`src/rtl/ch_jitter_buffer.sv`:
```
// ch_jitter_buffer: pairs L/R input beats into stereo frames, buffers them and plays a steady L/R stream to the mixer.
// Latency: a frame written into an empty FIFO can leave at the next frame selection, one or more cycles later.
// Backpressure: never stalls upstream (frames are dropped when full); output is held stable while M_AXIS_TREADY=0.
// Optional build macro JITTER_STATS_EN adds saturating underrun_count/overflow_count outputs.
module ch_jitter_buffer #(
  parameter int DATA_WIDTH = 32,
  parameter int DEPTH_LOG2 = 6,
  parameter int PREFILL    = 16
) (
  input  logic                  CH_1_S_AXIS_ACLK,
  input  logic                  ARESETN,
  input  logic                  S_AXIS_TVALID,
  input  logic [DATA_WIDTH-1:0] S_AXIS_TDATA,
  input  logic                  S_AXIS_TLAST,
  output logic                  S_AXIS_TREADY,
  output logic                  M_AXIS_TVALID,
  output logic [DATA_WIDTH-1:0] M_AXIS_TDATA,
  output logic                  M_AXIS_TLAST,
  input  logic                  M_AXIS_TREADY,
  output logic [DEPTH_LOG2:0]   fill_level,
  output logic                  playing,
  output logic                  underrun,
  output logic                  overflow
`ifdef JITTER_STATS_EN
  ,
  output logic [15:0]           underrun_count,
  output logic [15:0]           overflow_count
`else
`endif
);

  localparam int DEPTH = 1 << DEPTH_LOG2;
  localparam logic [DEPTH_LOG2:0] FULL_CNT  = DEPTH[DEPTH_LOG2:0];
  localparam logic [DEPTH_LOG2:0] START_CNT = PREFILL[DEPTH_LOG2:0];

  typedef enum logic {ST_PREFILL, ST_PLAY} state_t;

  state_t                    state_q, state_d;
  logic [2*DATA_WIDTH-1:0]   mem [DEPTH];
  logic [DEPTH_LOG2-1:0]     wr_ptr, rd_ptr;
  logic [DEPTH_LOG2:0]       count;
  logic                      left_pend;
  logic [DATA_WIDTH-1:0]     left_hold, right_hold;
  logic                      in_acc, frame_in, wr_en, drop;
  logic                      frame_sel, left_done, pop, sel_underrun;
  logic [DATA_WIDTH-1:0]     sel_left, sel_right;

  assign fill_level = count;
  assign playing    = (state_q == ST_PLAY);

  // Input pairing decode: a right beat closes a frame only if a left is staged; full check uses the registered count
  always_comb begin
    in_acc   = S_AXIS_TVALID && S_AXIS_TREADY;
    frame_in = in_acc && S_AXIS_TLAST && left_pend;
    wr_en    = frame_in && (count < FULL_CNT);
    drop     = frame_in && (count >= FULL_CNT);
  end

  // Output beat events: selection on initial load or when a right beat completes; right half follows a left beat
  always_comb begin
    frame_sel = !M_AXIS_TVALID || (M_AXIS_TREADY && M_AXIS_TLAST);
    left_done = M_AXIS_TVALID && M_AXIS_TREADY && !M_AXIS_TLAST;
  end

  // Next state and frame choice, evaluated only at frame-select time
  always_comb begin
    state_d      = state_q;
    pop          = 1'b0;
    sel_underrun = 1'b0;
    sel_left     = '0;
    sel_right    = '0;
    if (frame_sel) begin
      case (state_q)
        ST_PREFILL: begin
          if (count >= START_CNT) begin
            state_d = ST_PLAY;
            pop     = 1'b1;
          end
        end
        ST_PLAY: begin
          if (count != '0) begin
            pop = 1'b1;
          end else begin
            sel_underrun = 1'b1;
            state_d      = ST_PREFILL;
          end
        end
        default: state_d = ST_PREFILL;
      endcase
    end
    if (pop) begin
      {sel_left, sel_right} = mem[rd_ptr];
    end
  end

  // State register
  always_ff @(posedge CH_1_S_AXIS_ACLK) begin
    if (!ARESETN) state_q <= ST_PREFILL;
    else          state_q <= state_d;
  end

  // Upstream side: ready after reset, left staging, overflow pulse
  always_ff @(posedge CH_1_S_AXIS_ACLK) begin
    if (!ARESETN) begin
      S_AXIS_TREADY <= 1'b0;
      left_pend     <= 1'b0;
      left_hold     <= '0;
      overflow      <= 1'b0;
    end else begin
      S_AXIS_TREADY <= 1'b1;
      overflow      <= drop;
      if (in_acc) begin
        if (!S_AXIS_TLAST) begin
          left_hold <= S_AXIS_TDATA;
          left_pend <= 1'b1;
        end else begin
          left_pend <= 1'b0;
        end
      end
    end
  end

  // Frame storage; contents are don't-care until written since the pointers are reset
  always_ff @(posedge CH_1_S_AXIS_ACLK) begin
    if (wr_en) mem[wr_ptr] <= {left_hold, S_AXIS_TDATA};
  end

  // FIFO pointers and frame count; simultaneous write and pop leave the count unchanged
  always_ff @(posedge CH_1_S_AXIS_ACLK) begin
    if (!ARESETN) begin
      wr_ptr <= '0;
      rd_ptr <= '0;
      count  <= '0;
    end else begin
      if (wr_en) wr_ptr <= wr_ptr + DEPTH_LOG2'(1);
      if (pop)   rd_ptr <= rd_ptr + DEPTH_LOG2'(1);
      if (wr_en && !pop)      count <= count + (DEPTH_LOG2+1)'(1);
      else if (pop && !wr_en) count <= count - (DEPTH_LOG2+1)'(1);
    end
  end

  // Mixer side: always valid after reset, left then right of the selected frame, underrun pulse
  always_ff @(posedge CH_1_S_AXIS_ACLK) begin
    if (!ARESETN) begin
      M_AXIS_TVALID <= 1'b0;
      M_AXIS_TDATA  <= '0;
      M_AXIS_TLAST  <= 1'b1;
      right_hold    <= '0;
      underrun      <= 1'b0;
    end else begin
      M_AXIS_TVALID <= 1'b1;
      underrun      <= sel_underrun;
      if (frame_sel) begin
        M_AXIS_TDATA <= sel_left;
        M_AXIS_TLAST <= 1'b0;
        right_hold   <= sel_right;
      end else if (left_done) begin
        M_AXIS_TDATA <= right_hold;
        M_AXIS_TLAST <= 1'b1;
      end
    end
  end

`ifdef JITTER_STATS_EN
  // Saturating event counters
  always_ff @(posedge CH_1_S_AXIS_ACLK) begin
    if (!ARESETN) begin
      underrun_count <= '0;
      overflow_count <= '0;
    end else begin
      if (sel_underrun && underrun_count != 16'hFFFF) underrun_count <= underrun_count + 16'd1;
      if (drop && overflow_count != 16'hFFFF)         overflow_count <= overflow_count + 16'd1;
    end
  end
`else
`endif

endmodule

```
`config.mk`:
```
export PLATFORM = sky130hd
export DESIGN_NAME = ch_jitter_buffer
export DESIGN_NICKNAME = d
export VERILOG_FILES = /design/src/rtl/ch_jitter_buffer.sv
export SDC_FILE = /design/constraint.sdc
export NUM_CORES = 2
export LEC_CHECK = 0
export BUFFER_PORTS_ARGS = -buffer_cell sky130_fd_sc_hd__buf_2
export CELL_PAD_IN_SITES_DETAIL_PLACEMENT = 1
export CELL_PAD_IN_SITES_GLOBAL_PLACEMENT = 1
export CORE_MARGIN = 2
export CORE_UTILIZATION = 55
export CTS_BUF_LIST = sky130_fd_sc_hd__clkbuf_16
export CTS_CLUSTER_DIAMETER = 80
export DETAILED_ROUTE_END_ITERATION = 7
export GPL_TIMING_DRIVEN = 0
export PLACE_DENSITY = 0.78
export SLEW_MARGIN = 20
export SYNTH_ARGS = -nofsm -noshare
export SYNTH_HDL_FRONTEND = slang
export SYNTH_SLANG_ARGS = --single-unit
```
`constraint.sdc`:
```
create_clock -name CH_1_S_AXIS_ACLK -period 6.5 [get_ports CH_1_S_AXIS_ACLK]
set_input_delay 0.975 -clock CH_1_S_AXIS_ACLK [delete_from_list [all_inputs] [get_ports CH_1_S_AXIS_ACLK]]
set_output_delay 0.975 -clock CH_1_S_AXIS_ACLK [all_outputs]
set_load 0.1 [all_outputs]
```
==> After elaboration in Yosys (flattened, before gate mapping) <==
Memories as Yosys holds them, arrays and structs flattened. A register that Yosys moved wholly into a read port is not among the register bits.
Cells that the tools add are included.
{ "word_totals": {"ram_bits": 4096, "ff_bits": 121, "inputBits": 37, "n_memories": 1} }
{ "memory_table": {"columns": ["memory", "depth", "width", "rd", "rd_ports_with_merged_regs", "write_ports", "line", "source"], "rows": [
  ["mem", 64, 64, 1, 1, 1, "39", "logic [2*DATA_WIDTH-1:0] mem [DEPTH];"]
]} }
{ "classes": {"n_bitwise": 2, "n_addsub": 4, "n_reduce_logical": 20, "muxes": 19, "magnitude_cmp": 3} }
{ "op_table": {"columns": ["op", "n"], "rows": [
  ["32-bit 2-to-1 mux", 4],
  ["7-bit 2-to-1 mux", 2],
  ["6-bit by 1-bit adder with 6-bit output, second input constant", 2],
  ["6-bit 2-to-1 mux", 2],
  ["1-bit logical AND", 10],
  ["1-bit 2-to-1 mux", 10],
  ["7-bit by 1-bit adder with 7-bit output, second input constant", 1],
  ["7-bit by 5-bit greater-or-equal comparator with 1-bit output, second input constant", 1],
  ["7-bit greater-or-equal comparator, second input constant", 1],
  ["7-bit < comparator, second input constant", 1],
  ["7-bit nonzero test", 1],
  ["7-bit by 1-bit subtractor with 7-bit output, second input constant", 1],
  ["1-bit logical NOT", 4],
  ["2-bit nonzero test", 2],
  ["3-bit AND reduction", 1],
  ["1-bit NOT", 2],
  ["1-bit case mux with 2 select lines", 1],
  ["2-bit AND reduction", 1],
  ["1-bit logical OR", 1]
]} }

==> Longest topological paths before layout <==
{ "logic_depth": {"word_depth": 8, "mapped_depth": 12} }

==> Worst setup path after synthesis <==
OpenSTA, ideal clock, no wires.
{ "synth_path": {"kind": "register -> register", "from": "reg M_AXIS_TVALID (netlist name)", "to": "mem mem[31][0] in the netlist's numbering, enable pin", "t_required_ns": 6.012, "setup_time_ns": 0.488, "n_path_buf": 1, "slack_ns": 1.100, "period_less_slack_ns": 5.400, "arrival_time_ns": 4.912, "path_stages_with_launch": 6, "cell_sequence": "dfxtp_1 > buf_2 > nand4_1 > nor3b_1 > nand2_1 > nor2_1"} }
{ "synth_rtl": {"columns": ["item", "line"], "rows": [
  ["end: declaration", "39"]
]} }

==> Worst setup path in the final report <==
{ "layout_path": {"from": "reg M_AXIS_TLAST", "to": "reg M_AXIS_TDATA[3]"} }
{ "layout_via": {"elab_chain_len": 5, "word_cells_on_any_way": 8} }
{ "layout_lines": {"columns": ["item", "line", "source"], "rows": [
  ["start: declaration", "18", "output logic M_AXIS_TLAST,"],
  ["start signal: assignment", "147", "M_AXIS_TLAST <= 1'b1;"],
  ["start signal: assignment", "155", "M_AXIS_TLAST <= 1'b0;"],
  ["start signal: assignment", "159", "M_AXIS_TLAST <= 1'b1;"],
  ["1-bit logical AND", "61", "frame_sel = !M_AXIS_TVALID || (M_AXIS_TREADY && M_AXIS_TLAST);"],
  ["1-bit logical OR", "61", null],
  ["1-bit 2-to-1 mux", "72", "if (frame_sel) begin"],
  ["32-bit 2-to-1 mux", "91", "if (pop) begin"],
  ["32-bit 2-to-1 mux", "153", "if (frame_sel) begin"],
  ["end signal: assignment", "154", "M_AXIS_TDATA <= sel_left;"],
  ["end signal: assignment", "158", "M_AXIS_TDATA <= right_hold;"],
  ["end: declaration", "17", "output logic [DATA_WIDTH-1:0] M_AXIS_TDATA,"]
]} }
Parallel ways exist; a longest one is shown, timed or not.
A chain may end at the register's enable or synchronous reset.

==> flow_metrics.tcl <==
set metrics [dict create \
    yosys_register_bits 4223 \
    cts-root-buf "clkbuf_16" \
    crit_slowest_cell "nor2_1" \
    via_per_inst 7.53 \
    wire_per_inst_um 48.9 \
    leakagePower_nw 60.7 \
    port_buffers 81 \
    ys_async_sr_fraction_pct 0 \
    crit_path_start "M_AXIS_TLAST$_SDFFE_PN1P_" \
    remaining_drc_errors 11 \
    drt_iter0_markers 18100 \
    hold_path.class "in -> reg" \
    multiInputGateArea_mm2 0.0342 \
    ir_drop_v 0.000307 \
    rsz0062_at_grt "no" \
    r2r-start "M_AXIS_TLAST$_SDFFE_PN1P_" \
    routed-via-count 93900 \
    fmax_ghz 0.197 \
    totalPowerFinal_mw 66.1 \
    worstPathCellList "a21bo_2, buf_4, o21a_1, clkinv_1, nor2_1, buf_2, a211oi_1, nor4_1" \
    relSlewSlack_pct 8.32 \
    fin_cells 12500 \
    cts-htree-levels 5 \
    post-place-ws_ps 1700 \
    fin_crit_sh_pct 78.3 \
    antenna_found_initial 55 \
    tightest_slew_ps 1380 \
    grt_use_total_pct 40.9 \
    crit_buf_inv 3 \
    design_area_mm2 0.188 \
    row_count 198 \
    syn_area_mm2 0.161 \
    yosys_warnings 0 \
    synth_edf_count 4096 \
    cts_setup_buffers 0 \
    fin_nets 8209 \
    crit_type "reg -> reg" \
    netlist_instances 7332 \
    ant_nets 0 \
    hold_ws_ps 118 \
    layout-drive-gt1-share_pct 28.8 \
    cts_buffers 413 \
    dpl.hpwl_um 387000 \
    crit_required_ps 7350 \
    cts_tree "yes" \
    hold_buffers 0 \
    arrival_ps 5930 \
    core_mm2 0.291 \
    clk_latency_ps 1050 \
    cp_top_family "simple AND/OR/NAND/NOR gates" \
    final-setup-viol-count 0 \
    grt_pass1_wl_um 818000 \
    drtPass1Iterations 6 \
    powerDensity_mw_per_mm2 351 \
    ys_seq_area_share_pct 77.8 \
    synthToLayoutAreaGrowth_pct 16.5 \
    drv_cap 0 \
    cts.sinks 4223 \
    layout_commonest_cell "edfxtp_1" \
    endpoint_kind "flop" \
    seqCellArea_mm2 0.126 \
    finalSetupTns_ps 0 \
    dpl_cell_area_mm2 0.175 \
    die_area_mm2 0.298 \
    initial_core_util_pct 55.4 \
    cp_slowest_stage_delay_ps 1200 \
    cts_buffer_depth 4 \
    synth_ff_type "edfxtp_1" \
    io_pins 82 \
    slew_violations 0 \
    syn_avg_cell_area_um2 22.0 \
    violations "design-rule violations" \
    start_kind "flop" \
    fin_crit_ps 5090 \
    clk_pin_slew_ps 80 \
    dieHeight_um 546 \
    syn-num-nets 7378 \
    hp-start "ARESETN" \
    dp_cells 11600 \
    wirelength_um 609000 \
    place.gp.congestion 0.906 \
    cts-resized-gates 0 \
    finalHoldViolCount 0 \
    utilization_pct 64.5 \
    fp.dieW_um 546 \
    crit_fanout 10 \
    grt_pass1_vias 94800 \
    grt_max_degree 66 \
    synth_cell_type_count 69 \
    outcome "complete, but fails checks" \
    fin_skew_ps 83.5 \
    overflow 0 \
    worst_slack_ps 1410 \
    fill_cells 23000 \
    final_cell_mix "edfxtp_1, mux4_2, clkbuf_16" \
]
==> sequential cells by signal (all words and copies together) (netlist names), named ones only <==
name / count
M_AXIS_TDATA: 32
M_AXIS_TLAST: 1
M_AXIS_TVALID: 1
fill_level: 7
left_hold: 32
left_pend: 1
mem: 4096
overflow: 1
playing: 1
rd_ptr: 6
right_hold: 32
underrun: 1
wr_ptr: 6
==> cell usage after synthesis, drive strengths merged (30+ instances only) <==
master / instances / share of area [%]
a21oi: 158 / 0.49
a211oi: 48 / 0.22
mux4: 961 / 13
mux2i: 267 / 1.7
o21ai: 69 / 0.21
a21boi: 36 / 0.17
o221ai: 30 / 0.16
nand4: 46 / 0.18
a22oi: 128 / 0.60
clkbuf: 180 / 0.42
edfxtp: 4096 / 76
mux2: 142 / 0.99
nand2: 290 / 0.67
nor2: 107 / 0.25
o22ai: 50 / 0.19
nand3: 45 / 0.14
nor2b: 42 / 0.16
dfxtp: 127 / 1.6
buf: 241 / 0.92
o22a: 35 / 0.19
nor4: 32 / 0.12
==> final cells by class <==
cell class / instances / share of cell area, %
multi-input combinational: 2680 / 18.2
inverter: 8 / 0.0160
antenna: 42 / 0.0559
clock inverter: 350 / 1.44
timing repair buffer: 416 / 4.21
clock buffer: 417 / 5.55
sequential: 4223 / 66.8
tap: 3900 / 2.60
buffer: 421 / 1.17
==> path summary, 6_finish.rpt <==
kind / endpoint / slack, ps / depth (start not counted)
worst max-delay path: M_AXIS_TDATA[3]$_SDFFE_PN0P_ / 1410 / 8
worst min-delay path: M_AXIS_TVALID$_DFF_P_ / 120 / 1
worst max register to register: M_AXIS_TDATA[3]$_SDFFE_PN0P_ / 1410 / 8
worst min register to register: left_hold[10]$_SDFFE_PN0P_ / 520 / 2
==> cells by family after synthesis <==
logic type                 after synthesis  share of synthesized area (%)
AOI/OAI and AO/OA                      668                           2.85
xor gates and xnor gates                14                         0.0760
adders and majority gates                9                         0.0744
buffers and inverters                  429                           1.36
DFF                                   4223                           77.8
muxes                                 1370                           16.1
and+or+nand+nor                        619                           1.78
==> metal layers <==
layer  vias up  GRT usage (%)  part of all wire [%]
met2     10200           60.6                    44
met4        34           32.0                   9.9
met1     47900           49.5                    31
met3      3018           13.7                    15
li1      32700              -                     -
met5         -          0.785                 0.084
==> worst reg2reg max path: cells and delay by family, from the launching register on <==
kind            cells  cell delay, ps
compound gates      3             840
buf+inv             3            1500
simple gates        2            1550
flops               1             990
==> power breakdown <==
part	leakage, nW	switching [mW]	internal, mW	total [mW]
logic	13.2	7.58	4.37	11.9
registers	40.7	0.270	29.9	30.1
clock network	6.79	10.9	13.0	24.0
total	60.7	18.8	47.3	66.1
No activity file was read; power rests on OpenSTA's default activity.
